<file path="src/rtl/spi_tx_pkg.sv">
// Shared widths, frame constants and FSM state encoding for the SPI transmit lane.
package spi_tx_pkg;

  localparam int ADD_W              = 16;
  localparam int DATA_W             = 12;
  localparam int FRAME_W            = 28;
  localparam int BITCNT_W           = 5;
  localparam int FRAME_HALF_PERIODS = 57;

  typedef enum logic [2:0] {
    IDLE,
    SETUP,
    SHIFT_H,
    SHIFT_L,
    HOLD,
    GAP
  } state_t;

endpackage

</file>
<file path="src/rtl/spi_tx_phase_tmr.sv">
// Loadable down-counter with a zero flag; paces every SCLK half-period and the CS_n gap.
module spi_tx_phase_tmr #(
  parameter int W = 3
) (
  input  logic         i_clk,
  input  logic         i_rstn,
  input  logic         i_load,
  input  logic [W-1:0] i_val,
  output logic         o_zero
);

  logic [W-1:0] r_cnt;

  always_ff @(posedge i_clk) begin
    if (!i_rstn) begin
      r_cnt <= '0;
    end else if (i_load) begin
      r_cnt <= i_val;
    end else if (r_cnt != '0) begin
      r_cnt <= r_cnt - 1'b1;
    end
  end

  assign o_zero = (r_cnt == '0);

endmodule

</file>
<file path="src/rtl/spi_tx.sv">
// SPI mode-0 master transmitter: one 28-bit {address, data} frame per accepted word, MSB first.
// Build option SPI_TX_MISO_CAP_EN captures the 12 data-phase MISO bits onto RdData.
//
// state   | meaning
// IDLE    | ready for a word, CS_n high
// SETUP   | CS_n low, first bit on MOSI, SCLK low
// SHIFT_H | SCLK high, slave samples MOSI
// SHIFT_L | SCLK low, next bit on MOSI
// HOLD    | last half-period with CS_n low
// GAP     | CS_n high before the next frame
module spi_tx
  import spi_tx_pkg::*;
#(
  parameter int CLK_DIV = 4,
  parameter int CS_GAP  = 2
) (
  input  logic              Cclk,
  input  logic              rstn,
  input  logic [ADD_W-1:0]  TxAdd,
  input  logic [DATA_W-1:0] TxData,
  input  logic              TxValid,
  output logic              TxReady,
  output logic              TxBusy,
  output logic              TxDone,
  output logic [DATA_W-1:0] RdData,
  output logic              SCLK,
  output logic              MOSI,
  input  logic              MISO,
  output logic              CS_n
);

  localparam int TMR_MAX = (CLK_DIV > CS_GAP) ? CLK_DIV : CS_GAP;
  localparam int TMR_W   = $clog2(TMR_MAX + 1);
  localparam logic [TMR_W-1:0] TMR_DIV = TMR_W'(CLK_DIV - 1);
  localparam logic [TMR_W-1:0] TMR_GAP = TMR_W'(CS_GAP - 1);

  state_t              r_state;
  logic [FRAME_W-2:0]  r_shreg;
  logic [BITCNT_W-1:0] r_bitcnt;
  logic                r_sclk, r_mosi, r_csn, r_ready, r_busy, r_done;
  logic                w_accept, w_tmr_zero, w_tmr_load;
  logic [TMR_W-1:0]    w_tmr_val;

  assign w_accept   = TxValid && r_ready;
  assign w_tmr_load = (r_state == IDLE) ? w_accept : w_tmr_zero;
  assign w_tmr_val  = (r_state == HOLD) ? TMR_GAP : TMR_DIV;

  spi_tx_phase_tmr #(.W(TMR_W)) u_phase_tmr (
    .i_clk  (Cclk),
    .i_rstn (rstn),
    .i_load (w_tmr_load),
    .i_val  (w_tmr_val),
    .o_zero (w_tmr_zero)
  );

  // MOSI holds the current bit; r_shreg keeps only the bits still to be sent.
  always_ff @(posedge Cclk) begin
    if (!rstn) begin
      r_state  <= IDLE;
      r_shreg  <= '0;
      r_bitcnt <= '0;
      r_sclk   <= 1'b0;
      r_mosi   <= 1'b0;
      r_csn    <= 1'b1;
      r_ready  <= 1'b0;
      r_busy   <= 1'b0;
      r_done   <= 1'b0;
    end else begin
      r_done <= 1'b0;
      case (r_state)
        IDLE: begin
          if (w_accept) begin
            r_shreg  <= {TxAdd[ADD_W-2:0], TxData};
            r_mosi   <= TxAdd[ADD_W-1];
            r_bitcnt <= BITCNT_W'(FRAME_W - 1);
            r_csn    <= 1'b0;
            r_ready  <= 1'b0;
            r_busy   <= 1'b1;
            r_state  <= SETUP;
          end else begin
            r_ready <= 1'b1;
          end
        end
        SETUP, SHIFT_L: begin
          if (w_tmr_zero) begin
            r_sclk  <= 1'b1;
            r_state <= SHIFT_H;
          end
        end
        SHIFT_H: begin
          if (w_tmr_zero) begin
            r_sclk <= 1'b0;
            if (r_bitcnt == '0) begin
              r_state <= HOLD;
            end else begin
              r_mosi   <= r_shreg[FRAME_W-2];
              r_shreg  <= {r_shreg[FRAME_W-3:0], 1'b0};
              r_bitcnt <= r_bitcnt - 1'b1;
              r_state  <= SHIFT_L;
            end
          end
        end
        HOLD: begin
          if (w_tmr_zero) begin
            r_csn   <= 1'b1;
            r_mosi  <= 1'b0;
            r_done  <= 1'b1;
            r_state <= GAP;
          end
        end
        GAP: begin
          if (w_tmr_zero) begin
            r_ready <= 1'b1;
            r_busy  <= 1'b0;
            r_state <= IDLE;
          end
        end
        default: r_state <= IDLE;
      endcase
    end
  end

  assign TxReady = r_ready;
  assign TxBusy  = r_busy;
  assign TxDone  = r_done;
  assign SCLK    = r_sclk;
  assign MOSI    = r_mosi;
  assign CS_n    = r_csn;

`ifdef SPI_TX_MISO_CAP_EN
  logic [DATA_W-1:0] r_cap, r_rddata;
  logic              w_rise, w_frame_end;

  // Rising edges are the SETUP/SHIFT_L exits; bitcnt already names the bit being sampled.
  assign w_rise      = w_tmr_zero && ((r_state == SETUP) || (r_state == SHIFT_L));
  assign w_frame_end = w_tmr_zero && (r_state == HOLD);

  always_ff @(posedge Cclk) begin
    if (!rstn) begin
      r_cap    <= '0;
      r_rddata <= '0;
    end else begin
      if (w_rise && (r_bitcnt < BITCNT_W'(DATA_W))) begin
        r_cap <= {r_cap[DATA_W-2:0], MISO};
      end
      if (w_frame_end) begin
        r_rddata <= r_cap;
      end
    end
  end

  assign RdData = r_rddata;
`else
  logic w_miso_unused;
  assign w_miso_unused = MISO;
  assign RdData        = '0;
`endif

endmodule

</file>
<file path="config.mk">
export PLATFORM = sky130hd
export DESIGN_NAME = spi_tx
export DESIGN_NICKNAME = d
export VERILOG_FILES = /design/src/rtl/spi_tx_pkg.sv /design/src/rtl/spi_tx_phase_tmr.sv /design/src/rtl/spi_tx.sv
export SDC_FILE = /design/constraint.sdc
export NUM_CORES = 1
export LEC_CHECK = 0
export ABC_CLOCK_PERIOD_IN_PS = 2400
export BUFFER_PORTS_ARGS = -buffer_cell sky130_fd_sc_hd__buf_2
export CAP_MARGIN = 15
export CORE_MARGIN = 2
export CORE_UTILIZATION = 38
export DETAILED_ROUTE_END_ITERATION = 16
export GPL_TIMING_DRIVEN = 0
export PLACE_DENSITY = 0.59
export SLEW_MARGIN = 20
export SYNTH_ARGS = -nofsm -noshare
export SYNTH_HDL_FRONTEND = slang
export SYNTH_SLANG_ARGS = --single-unit
</file>
<file path="constraint.sdc">
create_clock -name Cclk -period 2.4 [get_ports Cclk]
set_clock_uncertainty 0.1 [all_clocks]
set_input_delay 0.12 -clock Cclk [delete_from_list [all_inputs] [get_ports Cclk]]
set_output_delay 0.12 -clock Cclk [all_outputs]
set_load 0.05 [all_outputs]
</file>
# Yosys cells after proc, flatten, opt, wreduce, memory -nomap -nowiden
# Index checks and enable logic that the tools add are counted.
dict set report op_classes {
  addsub 2
  n_eq_ne 11
  muxes 33
  reduce_logical 20
}
# operator n
set op_table {}
lappend op_table {{$mux W27} 3}
lappend op_table {{$pmux W27 S2} 1}
lappend op_table {{$mux W3} 8}
lappend op_table {{$mux W5} 3}
lappend op_table {{$pmux W3 S5} 1}
lappend op_table {{$ne A2 B2 Y1 const B} 6}
lappend op_table {{$mux W1} 10}
lappend op_table {{$pmux W5 S2} 1}
lappend op_table {{$reduce_and A5 Y1} 2}
lappend op_table {{$reduce_bool A2 Y1} 5}
lappend op_table {{$reduce_and A3 Y1} 3}
lappend op_table {{$pmux W1 S2} 4}
lappend op_table {{$eq A3 B2 Y1 const B} 2}
lappend op_table {{$eq A3 B3 Y1 const B} 2}
lappend op_table {{$logic_not A3 Y1} 2}
lappend op_table {{$reduce_bool A3 Y1} 2}
lappend op_table {{$logic_not A5 Y1} 1}
lappend op_table {{$sub A5 B1 Y5 const B} 1}
lappend op_table {{$reduce_and A2 Y1} 2}
lappend op_table {{$reduce_and A4 Y1} 1}
lappend op_table {{$eq A3 B1 Y1 const B} 1}
lappend op_table {{$pmux W1 S3} 1}
lappend op_table {{$sub A3 B1 Y3 const B} 1}
lappend op_table {{$mux W2} 1}
lappend op_table {{other kinds (2)} 2}
dict set report totals {
  reg_bits 44
  inputBits 32
  word_cells 76
}

# Depth between registers and ports, before layout
dict set report logic_depth {
  depth_word 4
  mapped_depth 9
  depth_no_buf 6
}

# Hierarchy
# Synthesis repeated with hierarchy kept, for this count alone.
dict set report unflattened {
  hier_cells 276
  hier_area_um2 2247.2
}
# module n_inst cells_per_inst area_per_inst_um2 seq_area_each_um2
set modules_own_cells {}
lappend modules_own_cells {spi_tx 1 254 2042.0 820.8}
lappend modules_own_cells {spi_tx_phase_tmr 1 22 205.2 60.1}

# Worst setup path after synthesis
# No wires, ideal clock.
dict set report synth_timing {
  path_kind {flip-flop to flip-flop}
  startpoint {register r_bitcnt[0]}
  endpoint {register r_bitcnt[3]}
  setup_ns 0.115
  arrival_time_ns 1.781
  required_ns 2.185
  slack_ns 0.404
  path_stages_with_launch 10
  synth_period_minus_slack_ns 1.996
  path_cell_list {dfxtp_1 inv_1 ha_1 or4b_1 buf_2 a31o_1 buf_6 buf_6 a31oi_1 nor2_1}
}
dict set report synth_between {
  elab_chain_len 4
  word_cells_on_any_way 7
  cone_classes {add/sub: 1; eq/ne: 1; mux: 3; reduce/logical: 2}
}
# item line_no
set synth_rtl {}
lappend synth_rtl {{start: declaration} spi_tx.sv:39} ;# logic [BITCNT_W-1:0] r_bitcnt;
lappend synth_rtl {{start signal: assignment} spi_tx.sv:75} ;# r_bitcnt <= BITCNT_W'(FRAME_W - 1);
lappend synth_rtl {{start signal: assignment} spi_tx.sv:98} ;# r_bitcnt <= r_bitcnt - 1'b1;
lappend synth_rtl {{$sub A5 B1 Y5} spi_tx.sv:98}
lappend synth_rtl {{$mux W5} spi_tx.sv:93} ;# if (r_bitcnt == '0) begin
lappend synth_rtl {{$mux W5} spi_tx.sv:91} ;# if (w_tmr_zero) begin
lappend synth_rtl {{$pmux W5 S2} spi_tx.sv:70} ;# case (r_state)
# Several ways; a longest one is shown, not always the timed one. The select of a mux whose other input is x is not followed.
# A chain may end at the register's enable or synchronous reset.

# Worst setup path after layout
dict set report layout_timing {
  startpoint {register r_bitcnt[0]}
  endpoint {register r_shreg[6]}
}
dict set report layout_between {
  elab_chain_len 3
}
# item line_no
set layout_rtl {}
lappend layout_rtl {{$logic_not A5 Y1} spi_tx.sv:93}
lappend layout_rtl {{$ne A2 B2 Y1 (no line)} -}
lappend layout_rtl {{$reduce_and A4 Y1 (no line)} -}
lappend layout_rtl {{end signal: assignment} spi_tx.sv:73} ;# r_shreg <= {TxAdd[ADD_W-2:0], TxData};
lappend layout_rtl {{end signal: assignment} spi_tx.sv:97} ;# r_shreg <= {r_shreg[FRAME_W-3:0], 1'b0};
lappend layout_rtl {{end: declaration} spi_tx.sv:38} ;# logic [FRAME_W-2:0] r_shreg;
# No other way between the ends.

==> run summary <==
In the final layout, the share of cells above drive strength 1 is 25.1%. Once detailed placement completed, the half-perimeter wirelength came to 3720 um. For the met2 wire length, the log shows 2360 um. The multi-input gate area in the final layout is 1280 sq um.

The cell sitting at the root of the clock tree is a sky130_fd_sc_hd__clkbuf_8. Biggest cell delay along the critical path: 0.43 ns. The die outline height works out to 82.7 um.

In this run the tightest slew margin relative to its limit is 59.3%. Dividing total power by cell area gives a power density of 1070 nW/um^2. The number of buffer and inverter instances along the worst setup path was 3. The routed design could run at a clock period as short as 2.19 ns.

During synthesis, Yosys emitted a total of 0 warnings. Clock-pin slew was measured on the worst setup and hold paths at 0.09 ns. The most used flip-flop cell after synthesis is sky130_fd_sc_hd__dfxtp_1. The logs give 0.31 ns for the clock insertion delay at the later pin of the skew report and 15 for the largest net degree at the start of global routing. For this block, the routed nets add up to 5250 um of wire. The total global routing track utilization came out at 17.0%. The worst setup path is captured at a register. The detailed router put a total of 2560 um of wire on met1.

Clock tree synthesis inserted a total of 5 buffers. The run gives 0 as the number of antenna-violating nets in the routed design. For this run, the top clock speed supported by timing is 0.457 GHz.

The logs give 6840 sq um for the full die area and 1949 for the via count. The initial DRC count came out at 80. The tools report the startpoint type of the worst setup path as a register. The number of cells produced by synthesis is 248, and the routability congestion estimate from global placement is 0.823.

The filler cells instantiated in the layout total 615. Setup slack closes at 0.214 ns. Using the TritonRoute via totals, the vias-per-cell ratio works out to 5.16. The total overflow left after global routing is 0.

Summed over all cells, the static leakage comes to 1.38 nW. The number of cells traversed by the worst hold path was 4. During placement, the flow inserted port buffers numbering 36.

After clock tree synthesis, the flow added hold-fix buffers numbering 0. The number of antenna diodes in the final layout is 0. The first global-routing pass estimated 8880 um of wire. The overall die width was 82.7 um; the final cell count without fillers was 378. The setup path with the least slack is of type reg2reg. From synthesis to final layout, the design area changed by 18.1%. Setup repair after global routing left no endpoint under its margin. The critical path crosses 8 cells after its start point.

The proportion of synthesized flip-flops having asynchronous set or reset is 0%, and the accumulated negative setup slack is 0 ns. The cell count after placement is 370, and the number of clock sinks is 44. The worst slack after detailed placement is 0.220 ns.

Leaving out fill and tap cells, the most frequent cells in the layout are sky130_fd_sc_hd__dfxtp_1, sky130_fd_sc_hd__buf_2, sky130_fd_sc_hd__mux2i_1. 50 I/O pins were placed. The maximum fanout along the worst path is 10, and the number of cell instances on the worst register-to-register path is 8. TritonCTS built the clock tree. Once the floorplan was initialized, standard cells occupied 39.5% of the core. The average routed wire per standard cell was 13.9 um; the maximum root-to-sink buffer count was 2. Counting flops and latches in the post-synthesis netlist gives 44. Setup violations remaining at the end of the flow were counted as 0. Cell class contributing the biggest share of worst-path delay: simple AND/OR/NAND/NOR gates. After routing the design area is 2780 sq um.

The required arrival time at the worst endpoint was 2.50 ns; the final-stage net count was 337. The most common library cell in the layout ignoring fill and taps is sky130_fd_sc_hd__dfxtp_1. The number of antenna violations at the first check in global routing is 0. After floorplanning, the core was sized to cover 5960 sq um.

The run gives 2350 sq um as the area of the mapped netlist. In the final layout, flip-flops and latches occupy 881 sq um. A synthesized cell averages 9.48 sq um. The share of the Yosys chip area taken by registers is 37.4%. The run finished with clean final reports.

The placed instances occupy a cell area of 2670 sq um. Counting distinct cell types in the post-synthesis netlist gives 45. Across the VDD grid, the largest voltage drop is 0.431 mV. The total count of hold-check failures in the final report was 0; the count of standard-cell rows was 28.

The final critical-path share of the clock period came out at 91.1%. Summed over all nets, wire length on met3 after detailed routing comes to 272 um. Summing internal, switching and leakage power gives 0.00298 W.

The number of slew-limit violations in the final report came out at 0. The highest metal layer carrying signal wires in the routed design is met4. STA puts the critical path data arrival time at 2.29 ns. After clock tree synthesis, the setup repair step added 0 buffers. At the pin with the least slew margin, the transition time is 0.610 ns. Walking the worst path, the cells encountered are inv_1, ha_1, or4b_1, buf_2, a31oi_2, nor2_2, buf_6, o211a_1.

For the max-capacitance violation count, the log shows 0. The first TritonRoute pass finished after 4 iterations. The logs give 0 for the number of DRC violations after detailed routing and 2 for the maximum level of the CTS H-tree. The path type of the worst min-delay path was in2reg.

The number of synthesized flops with an enable pin is 0. For this design, the slowest cell found on the critical path is sky130_fd_sc_hd__or4b_1. Post-CTS repair changed the size of 0 cells.

The via count of the first global-routing pass was 1919.
registers in the layout, summed over array words and instances (netlist names):
register / count
r_bitcnt: 5
CS_n: 1
MOSI: 1
u_phase_tmr.r_cnt: 3
r_shreg: 27
r_state: 3
TxDone: 1
SCLK: 1
TxReady: 1
TxBusy: 1
through the flow:
step / hold WS [ns] / util [%]
2_1_floorplan: 0.225 / -
3_3_place_gp: 0.347 / 44.8
3_5_place_dp: 0.351 / 44.8
4_1_cts: 0.0690 / 46.7
5_1_grt: 0.0904 / 46.7
6_report: 0.0704 / 46.7
cells by family (layout without fill, tap and decap cells):
group                      after synthesis  count (layout)  share of synthesized area (%)
other                                    1              12                          0.159
and+or+nand+nor                         71              71                           16.8
muxes                                   29              29                           12.3
DFF                                     44              44                           37.4
adders and majority gates                3               3                           1.60
AOI/OAI and AO/OA                       61              61                           22.0
buffers and inverters                   39              83                           9.68
area by class of cell:
cell class,instances,share of cell area (%)
Sequential cell,44,31.7
Clock buffer,5,2.48
Multi-Input combinational cell,176,46.2
Clock inverter,3,1.53
Inverter,5,0.675
Tap cell,75,3.38
Timing Repair Buffer,36,6.48
Buffer,34,7.52
worst register-to-register path, stage by stage (launching register included):
cell and delay, ns:
sky130_fd_sc_hd__dfxtp_1 0.32, sky130_fd_sc_hd__inv_1 0.08, sky130_fd_sc_hd__ha_1 0.20, sky130_fd_sc_hd__or4b_1 0.43, sky130_fd_sc_hd__buf_2 0.18, sky130_fd_sc_hd__a31oi_2 0.23
sky130_fd_sc_hd__nor2_2 0.15, sky130_fd_sc_hd__buf_6 0.18, sky130_fd_sc_hd__o211a_1 0.20
worst paths after layout:
kind	slack, ns	startpoint	endpoint
max reg2reg	0.21	r_bitcnt[0]$_SDFFE_PN0P_	r_shreg[6]$_SDFFE_PN0P_
max	0.21	r_bitcnt[0]$_SDFFE_PN0P_	r_shreg[6]$_SDFFE_PN0P_
min	0.07	TxData[1]	r_shreg[1]$_SDFFE_PN0P_
min reg2reg	0.36	r_shreg[0]$_SDFFE_PN0P_	r_shreg[0]$_SDFFE_PN0P_
per-layer routing:
| metal | GRT usage (%) | up-vias |
|---|---|---|
| met2 | 27.7 | 43 |
| met4 | 5.90 | 0 |
| li1 | - | 994 |
| met1 | 22.1 | 907 |
| met5 | 0 | - |
| met3 | 3.80 | 5 |
power breakdown:
part | internal (W) | switching, W
Sequential | 0.000939 | 0.000125
Combinational | 0.000515 | 0.000821
Clock | 0.000308 | 0.000268
cell usage after synthesis, types with 4 or more instances:
cell / n / area (sq um)
sky130_fd_sc_hd__nand2_1: 11 / 41.3
sky130_fd_sc_hd__o21ai_0: 5 / 25.0
sky130_fd_sc_hd__dfxtp_1: 44 / 881
sky130_fd_sc_hd__nand2b_1: 4 / 25.0
sky130_fd_sc_hd__buf_2: 5 / 25.0
sky130_fd_sc_hd__a21oi_1: 7 / 35.0
sky130_fd_sc_hd__o211a_1: 27 / 270
sky130_fd_sc_hd__nor2_1: 13 / 48.8
sky130_fd_sc_hd__buf_6: 4 / 45.0
sky130_fd_sc_hd__nand3_2: 8 / 80.1
sky130_fd_sc_hd__inv_1: 5 / 18.8
sky130_fd_sc_hd__mux2i_1: 29 / 290
sky130_fd_sc_hd__clkbuf_1: 11 / 41.3
sky130_fd_sc_hd__buf_4: 12 / 90.1
sky130_fd_sc_hd__nand3_1: 20 / 100
Note: power is estimated with default switching activity, not from simulation.
